**src/rtl/mcdf_ctrl_regs_if.sv**
```systemverilog
// Command bus between the MCDF host and the control/status register file.
// Host drives command/address/write data; the register file returns read data and strobes.
interface mcdf_ctrl_regs_if #(
    parameter int ADDR_W = 8,
    parameter int DATA_W = 32
) ();
    logic [1:0]        cmd_i;
    logic [ADDR_W-1:0] cmd_addr_i;
    logic [DATA_W-1:0] cmd_data_i;
    logic [DATA_W-1:0] cmd_data_o;
    logic              cmd_rvalid_o;
    logic              cmd_err_o;

    modport master (
        output cmd_i, cmd_addr_i, cmd_data_i,
        input  cmd_data_o, cmd_rvalid_o, cmd_err_o
    );

    modport slave (
        input  cmd_i, cmd_addr_i, cmd_data_i,
        output cmd_data_o, cmd_rvalid_o, cmd_err_o
    );
endinterface

```
**src/rtl/mcdf_ctrl_regs.sv**
```systemverilog
// MCDF control/status register file for NUM_CH channels: CTRL (en/prio/pkglen) and read-only STAT.
// Optional write-once LOCK register at 0x7C is built when MCDF_CTRL_LOCK_EN is defined.
module mcdf_ctrl_regs #(
    parameter int          NUM_CH       = 3,
    parameter int          ADDR_W       = 8,
    parameter int          DATA_W       = 32,
    parameter int          MARGIN_W     = 7,
    parameter int          FIFO_DEPTH   = 64,
    parameter logic [5:0]  CTRL_DEFAULT = 6'h07
) (
    input  logic                       clk_i,
    input  logic                       rstn_i,
    mcdf_ctrl_regs_if.slave            bus,
    input  logic [MARGIN_W*NUM_CH-1:0] slv_margin_i,
    output logic [NUM_CH-1:0]          slv_en_o,
    output logic [2*NUM_CH-1:0]        slv_prio_o,
    output logic [3*NUM_CH-1:0]        slv_pkglen_o
);
    localparam int WORD_W     = ADDR_W - 2;
    localparam int STAT_WORD  = 16;   // 0x40 >> 2
    localparam int LOCK_WORD  = 31;   // 0x7C >> 2

    typedef enum logic [1:0] {
        CMD_IDLE = 2'b00,
        CMD_WR   = 2'b01,
        CMD_RD   = 2'b10,
        CMD_ILL  = 2'b11
    } cmd_e;

    logic [5:0]          ctrl_q [NUM_CH];
    logic [5:0]          ctrl_d [NUM_CH];
    logic [MARGIN_W-1:0] stat_q [NUM_CH];
    logic [MARGIN_W-1:0] stat_d [NUM_CH];
    logic [DATA_W-1:0]   rdata_q, rdata_d;
    logic                rvalid_q, rvalid_d;
    logic                err_q, err_d;
    logic                locked;
    logic [31:0]         word_idx;
    logic                aligned;
    logic                hit;
    logic                unused_wdata;

`ifdef MCDF_CTRL_LOCK_EN
    logic lock_q, lock_d;
    assign locked = lock_q;
`else
    assign locked = 1'b0;
`endif

    assign unused_wdata = ^bus.cmd_data_i[DATA_W-1:6];

    // Out-of-range pkglen codes saturate to the largest legal code (64 words).
    function automatic logic [5:0] ctrl_sanitize(input logic [5:0] w);
        logic [2:0] len;
        len = (w[5:3] > 3'd4) ? 3'd4 : w[5:3];
        return {len, w[2:0]};
    endfunction

    always_comb begin
        // NOTE: every variable gets a default before the case so no latch is inferred.
        ctrl_d   = ctrl_q;
        rdata_d  = rdata_q;
        rvalid_d = 1'b0;
        err_d    = 1'b0;
        hit      = 1'b0;
`ifdef MCDF_CTRL_LOCK_EN
        lock_d   = lock_q;
`endif
        word_idx = {{(32-WORD_W){1'b0}}, bus.cmd_addr_i[ADDR_W-1:2]};
        aligned  = (bus.cmd_addr_i[1:0] == 2'b00);
        for (int c = 0; c < NUM_CH; c++) begin
            stat_d[c] = slv_margin_i[c*MARGIN_W +: MARGIN_W];
        end

        case (bus.cmd_i)
            CMD_WR: begin
                for (int c = 0; c < NUM_CH; c++) begin
                    if (aligned && word_idx == c) begin
                        hit = 1'b1;
                        if (locked) err_d = 1'b1;
                        else        ctrl_d[c] = ctrl_sanitize(bus.cmd_data_i[5:0]);
                    end
                    if (aligned && word_idx == STAT_WORD + c) begin
                        hit   = 1'b1;
                        err_d = 1'b1;
                    end
                end
`ifdef MCDF_CTRL_LOCK_EN
                if (aligned && word_idx == LOCK_WORD) begin
                    hit = 1'b1;
                    if (bus.cmd_data_i[0]) lock_d = 1'b1;
                end
`endif
                if (!hit) err_d = 1'b1;
            end
            CMD_RD: begin
                rvalid_d = 1'b1;
                rdata_d  = '0;
                for (int c = 0; c < NUM_CH; c++) begin
                    if (aligned && word_idx == c) begin
                        hit     = 1'b1;
                        rdata_d = DATA_W'(ctrl_q[c]);
                    end
                    if (aligned && word_idx == STAT_WORD + c) begin
                        hit     = 1'b1;
                        rdata_d = DATA_W'(stat_q[c]);
                    end
                end
`ifdef MCDF_CTRL_LOCK_EN
                if (aligned && word_idx == LOCK_WORD) begin
                    hit     = 1'b1;
                    rdata_d = DATA_W'(lock_q);
                end
`endif
                if (!hit) err_d = 1'b1;
            end
            CMD_ILL: err_d = 1'b1;
            default: ;
        endcase
    end

    // NOTE: the register arrays are control state, not RAM, so every entry is reset.
    always_ff @(posedge clk_i or negedge rstn_i) begin
        if (!rstn_i) begin
            for (int c = 0; c < NUM_CH; c++) begin
                ctrl_q[c] <= CTRL_DEFAULT;
                stat_q[c] <= MARGIN_W'(FIFO_DEPTH);
            end
            rdata_q  <= '0;
            rvalid_q <= 1'b0;
            err_q    <= 1'b0;
        end else begin
            // NOTE: non-blocking assignments keep every flop sampling pre-edge values.
            ctrl_q   <= ctrl_d;
            stat_q   <= stat_d;
            rdata_q  <= rdata_d;
            rvalid_q <= rvalid_d;
            err_q    <= err_d;
        end
    end

`ifdef MCDF_CTRL_LOCK_EN
    always_ff @(posedge clk_i or negedge rstn_i) begin
        if (!rstn_i) lock_q <= 1'b0;
        else         lock_q <= lock_d;
    end
`endif

    assign bus.cmd_data_o   = rdata_q;
    assign bus.cmd_rvalid_o = rvalid_q;
    assign bus.cmd_err_o    = err_q;

    for (genvar g = 0; g < NUM_CH; g++) begin : g_cfg
        assign slv_en_o[g]         = ctrl_q[g][0];
        assign slv_prio_o[2*g +: 2]   = ctrl_q[g][2:1];
        assign slv_pkglen_o[3*g +: 3] = ctrl_q[g][5:3];
    end
endmodule
```
**src/flat_wrapper.sv**
```systemverilog
// flat-port wrapper written by rule: the top's interface ports become plain ports
module mcdf_ctrl_regs_flat 
#(
    parameter int          NUM_CH       = 3,
    parameter int          ADDR_W       = 8,
    parameter int          DATA_W       = 32,
    parameter int          MARGIN_W     = 7,
    parameter int          FIFO_DEPTH   = 64,
    parameter logic [5:0]  CTRL_DEFAULT = 6'h07
)
  (clk_i, rstn_i, slv_margin_i, slv_en_o, slv_prio_o, slv_pkglen_o, bus_cmd_i, bus_cmd_addr_i, bus_cmd_data_i, bus_cmd_data_o, bus_cmd_rvalid_o, bus_cmd_err_o);
  mcdf_ctrl_regs_if #(.ADDR_W(ADDR_W), .DATA_W(DATA_W)) bus_i ();
  input  logic clk_i;
  input  logic rstn_i;
  input  logic [MARGIN_W*NUM_CH-1:0] slv_margin_i;
  output logic [NUM_CH-1:0] slv_en_o;
  output logic [2*NUM_CH-1:0] slv_prio_o;
  output logic [3*NUM_CH-1:0] slv_pkglen_o;
  input wire logic [$bits(bus_i.cmd_i)-1:0] bus_cmd_i;
  input wire logic [$bits(bus_i.cmd_addr_i)-1:0] bus_cmd_addr_i;
  input wire logic [$bits(bus_i.cmd_data_i)-1:0] bus_cmd_data_i;
  output wire logic [$bits(bus_i.cmd_data_o)-1:0] bus_cmd_data_o;
  output wire logic [$bits(bus_i.cmd_rvalid_o)-1:0] bus_cmd_rvalid_o;
  output wire logic [$bits(bus_i.cmd_err_o)-1:0] bus_cmd_err_o;
  assign bus_i.cmd_i = bus_cmd_i;
  assign bus_i.cmd_addr_i = bus_cmd_addr_i;
  assign bus_i.cmd_data_i = bus_cmd_data_i;
  assign bus_cmd_data_o = bus_i.cmd_data_o;
  assign bus_cmd_rvalid_o = bus_i.cmd_rvalid_o;
  assign bus_cmd_err_o = bus_i.cmd_err_o;
  mcdf_ctrl_regs #(.NUM_CH(NUM_CH), .ADDR_W(ADDR_W), .DATA_W(DATA_W), .MARGIN_W(MARGIN_W), .FIFO_DEPTH(FIFO_DEPTH), .CTRL_DEFAULT(CTRL_DEFAULT)) u_core (.clk_i(clk_i), .rstn_i(rstn_i), .bus(bus_i), .slv_margin_i(slv_margin_i), .slv_en_o(slv_en_o), .slv_prio_o(slv_prio_o), .slv_pkglen_o(slv_pkglen_o));
endmodule
```
**config.mk**
```make
export PLATFORM = sky130hd
export DESIGN_NAME = mcdf_ctrl_regs_flat
export DESIGN_NICKNAME = d
export VERILOG_FILES = /design/src/rtl/mcdf_ctrl_regs_if.sv /design/src/rtl/mcdf_ctrl_regs.sv /design/src/flat_wrapper.sv
export SDC_FILE = /design/constraint.sdc
export NUM_CORES = 1
export LEC_CHECK = 0
export ABC_AREA = 1
export CORE_MARGIN = 2
export CORE_UTILIZATION = 30
export CTS_CLUSTER_SIZE = 25
export DETAILED_ROUTE_END_ITERATION = 16
export PLACE_DENSITY_LB_ADDON = 0.12
export SLEW_MARGIN = 25
export SYNTH_ARGS = -nofsm -noshare
export SYNTH_HDL_FRONTEND = slang
export SYNTH_SLANG_ARGS = --single-unit
```
**constraint.sdc**
```tcl
create_clock -name clk_i -period 1.1 [get_ports clk_i]
set_clock_uncertainty 0.1 [all_clocks]
set_input_delay 0.22 -clock clk_i [delete_from_list [all_inputs] [get_ports clk_i]]
set_output_delay 0.22 -clock clk_i [all_outputs]
set_load 0.02 [all_outputs]
```
==> flow_summary.toml <==
[grt]
globalRouteTotalUtil = 0.145
grt-ovfl-total = 0
grt_pass1_vias = 2018
grt_first_pass_wirelength_mm = 9.54
grt_max_degree = 24
antenna_found_initial = 0

[route]
dr.first_iter.drc_count = 48
remaining_drc_errors = 0
routedWlPerCell_um = 12.8
viasPerCell = 4.20
dr.pass1.iters = 4
ant_nets = 0
drt-total-wl_mm = 6.11
vias = 1997

[cells_and_area]
drive_above_1_share = 0.491
nets = 441
num_antenna_cells = 0
instances_no_fill = 476
fin_util = 0.522
syn_to_final_growth_pct = 67.6

[sta]
period_share = 1.20
report.final.setup_viol = 36
fin_crit_ns = 1.32
fin_setup_tns_ns = -3.45
rsz0062_at_grt = "true"
slew_violations = 0
max_freq_ghz = 0.759
timing.final.ws_setup_ns = -0.218
finalHoldViolCount = 0

[worst_setup_path]
max_stage_delay_ns = 0.57
cp_cell_sequence = "buf_6"
path_class = "reg2out"
start_kind = "flip-flop"
crit_arrival_ns = 1.00
slowest_stage = "dfstp_2"
cp_top_family = "flip-flops"
critPathBufInv = 1
crit_fanout = 2
r2r_slack_ns = -0.15
required_ns = 0.78
end_kind = "output pin"

[place]
hpwl_mm = 4.43
port_buffers = 65
place_ws_ns = -0.748
place.gp.congestion = 0.805
dpl.cell_count = 455

[clocking]
clock_path_buffers = 2
htreeDepth = 2
cts_num_sinks = 48
clk_pin_slew_ns = 0.10
clk_latency_ns = 0.31
cts_tree = "built"
cts_buffers = 5
ctsRootBufferMaster = "clkbuf_8"

[die]
design.die.area_um2 = 8290
row_count = 31
core-area_um2 = 7290
io-pin-count = 117
die_w_um = 91.0
die_y_um = 91.0
start_util = 0.312

[synth]
yosysWarnings = 0
synthCells = 255
synth.distinct_cells = 28
synth_area_um2 = 2270
synth_area_leaders = "dfrtp_1 (40%), dfstp_2 (14%), nand2_1 (11%), buf_4 (8.3%), inv_1 (5.0%)"
ys_seq_elements = 48
yosysSeqAreaShare = 0.535
syn_avg_cell_area_um2 = 8.91
yosysTopAreaCellShare = 0.396
synth_top_area_cell = "dfrtp_1"

[flow_run]
cap_violations = 0

[outcome]
outcome = "finished with violations"
failed_checks = "negative setup slack"

[power_and_ir_drop]
leakagePower_nw = 1.90
max-vdd-ir-drop_uv = 643
powerDensity_nw_per_um2 = 1090

[hold_path]
min_path_type = "in2reg"
-- layer usage --
metal	track usage	routed length (um)
met1	0.190	2710
met2	0.245	2980
met3	0.0324	330
met4	0.0303	93
met5	0	0
-- registers in the layout, indices dropped and copies added, names as in the netlist --
signal / cells
u_core.bus.cmd_err_o: 1
u_core.slv_en_o: 3
u_core.slv_prio_o: 6
u_core.bus.cmd_rvalid_o: 1
u_core.stat_q: 21
u_core.bus.cmd_data_o: 7
u_core.slv_pkglen_o: 9
-- timing repair --
item,4_1_cts,5_1_grt
endpoints found under the setup margin,53,48
pin swaps,29,31
gates resized for setup,244,55
cloned,1,1
setup buffers,4,6
hold endpoints to repair,37,0
hold buffers,1,0
-- synthesized netlist by cell type --
library cell / number
a21oi_1: 7
a41oi_1: 1
buf_2: 2
buf_4: 25
clkinv_2: 1
conb_1: 1
dfrtp_1: 36
dfstp_2: 12
inv_1: 30
inv_2: 4
nand2_1: 65
nand2_2: 2
nand2_4: 1
nand3_1: 9
nand3_4: 1
nand4_1: 4
nor2_1: 18
nor2_2: 4
nor2_4: 3
nor2_8: 1
nor3_2: 1
nor3_4: 1
o211ai_1: 1
o21a_1: 2
o21ai_0: 10
o21ai_1: 7
o31ai_1: 4
or2_2: 2
-- report_power, final --
| group | switching (mW) | internal [mW] |
|---|---|---|
| Clock | 0.645 | 0.916 |
| Sequential | 0.0414 | 1.85 |
| Combinational | 0.366 | 0.328 |
| Total | 1.05 | 3.10 |
-- path summary, 6_finish.rpt --
| check | startpoint | endpoint | cells after the start |
|---|---|---|---|
| max in group asynchronous | rstn_i | u_core.slv_prio_o[0]$_DFFE_PN1P_ | 3 |
| min reg2reg | u_core.bus.cmd_data_o[4]$_DFFE_PN0P_ | u_core.bus.cmd_data_o[4]$_DFFE_PN0P_ | 2 |
| max reg2reg | u_core.slv_prio_o[1]$_DFFE_PN1P_ | u_core.bus.cmd_data_o[2]$_DFFE_PN0P_ | 8 |
| min | bus_cmd_data_i[5] | u_core.slv_pkglen_o[5]$_DFFE_PN0P_ | 3 |
| max | u_core.slv_prio_o[4]$_DFFE_PN1P_ | slv_prio_o[4] | 1 |
| min in group asynchronous | rstn_i | u_core.bus.cmd_data_o[1]$_DFFE_PN0P_ | 2 |
-- cell type report --
class                           instances  area, um^2
Inverter                               35         151
Multi-Input combinational cell        170        1080
Timing Repair Buffer                  116        1100
Clock inverter                          3        68.8
Clock buffer                            5        68.8
Tap cell                               99         124
Fill cell                             718        3480
Sequential cell                        48        1220
-- cell families (layout without fill, tap and decap cells) --
kind of cell    count (synthesis)  in the layout  synth area share
compound gates                 32             32            0.0798
buf+inv                        62            159             0.145
flops                          48             48             0.535
other cells                     1             25           0.00165
simple gates                  112            113             0.238
-- per-stage QoR --
step,hold WS (ns),area (um^2),total power [mW]
final,0.106,3810,4.15
after floorplan,-0.176,2380,2.23
after global placement,0.0218,3260,2.53
after global routing,0.120,3810,4.30
after detailed placement,0.0191,3260,2.53
after CTS,0.197,3600,4.15
-- cells in the final DEF, fill, tap and decap left out, types with 2 or more instances in the layout --
cell,count
o21ai_2,5
nor2_2,7
nand3_2,2
or2_2,2
nand3_4,2
o21a_1,2
nand2_1,47
nor2_4,11
clkdlybuf4s50_1,26
buf_6,41
nand2_4,4
inv_1,20
o31ai_4,3
nand3_1,6
o21ai_1,9
nand2_2,17
buf_4,37
dfrtp_1,36
bufinv_16,2
a21oi_2,2
o21ai_0,3
inv_4,6
nor2_1,7
buf_2,7
nand4_1,4
a21oi_1,4
inv_2,8
conb_1,25
dfstp_2,12
buf_12,2
clkbuf_8,5
Power figures use the tool's default switching activity.
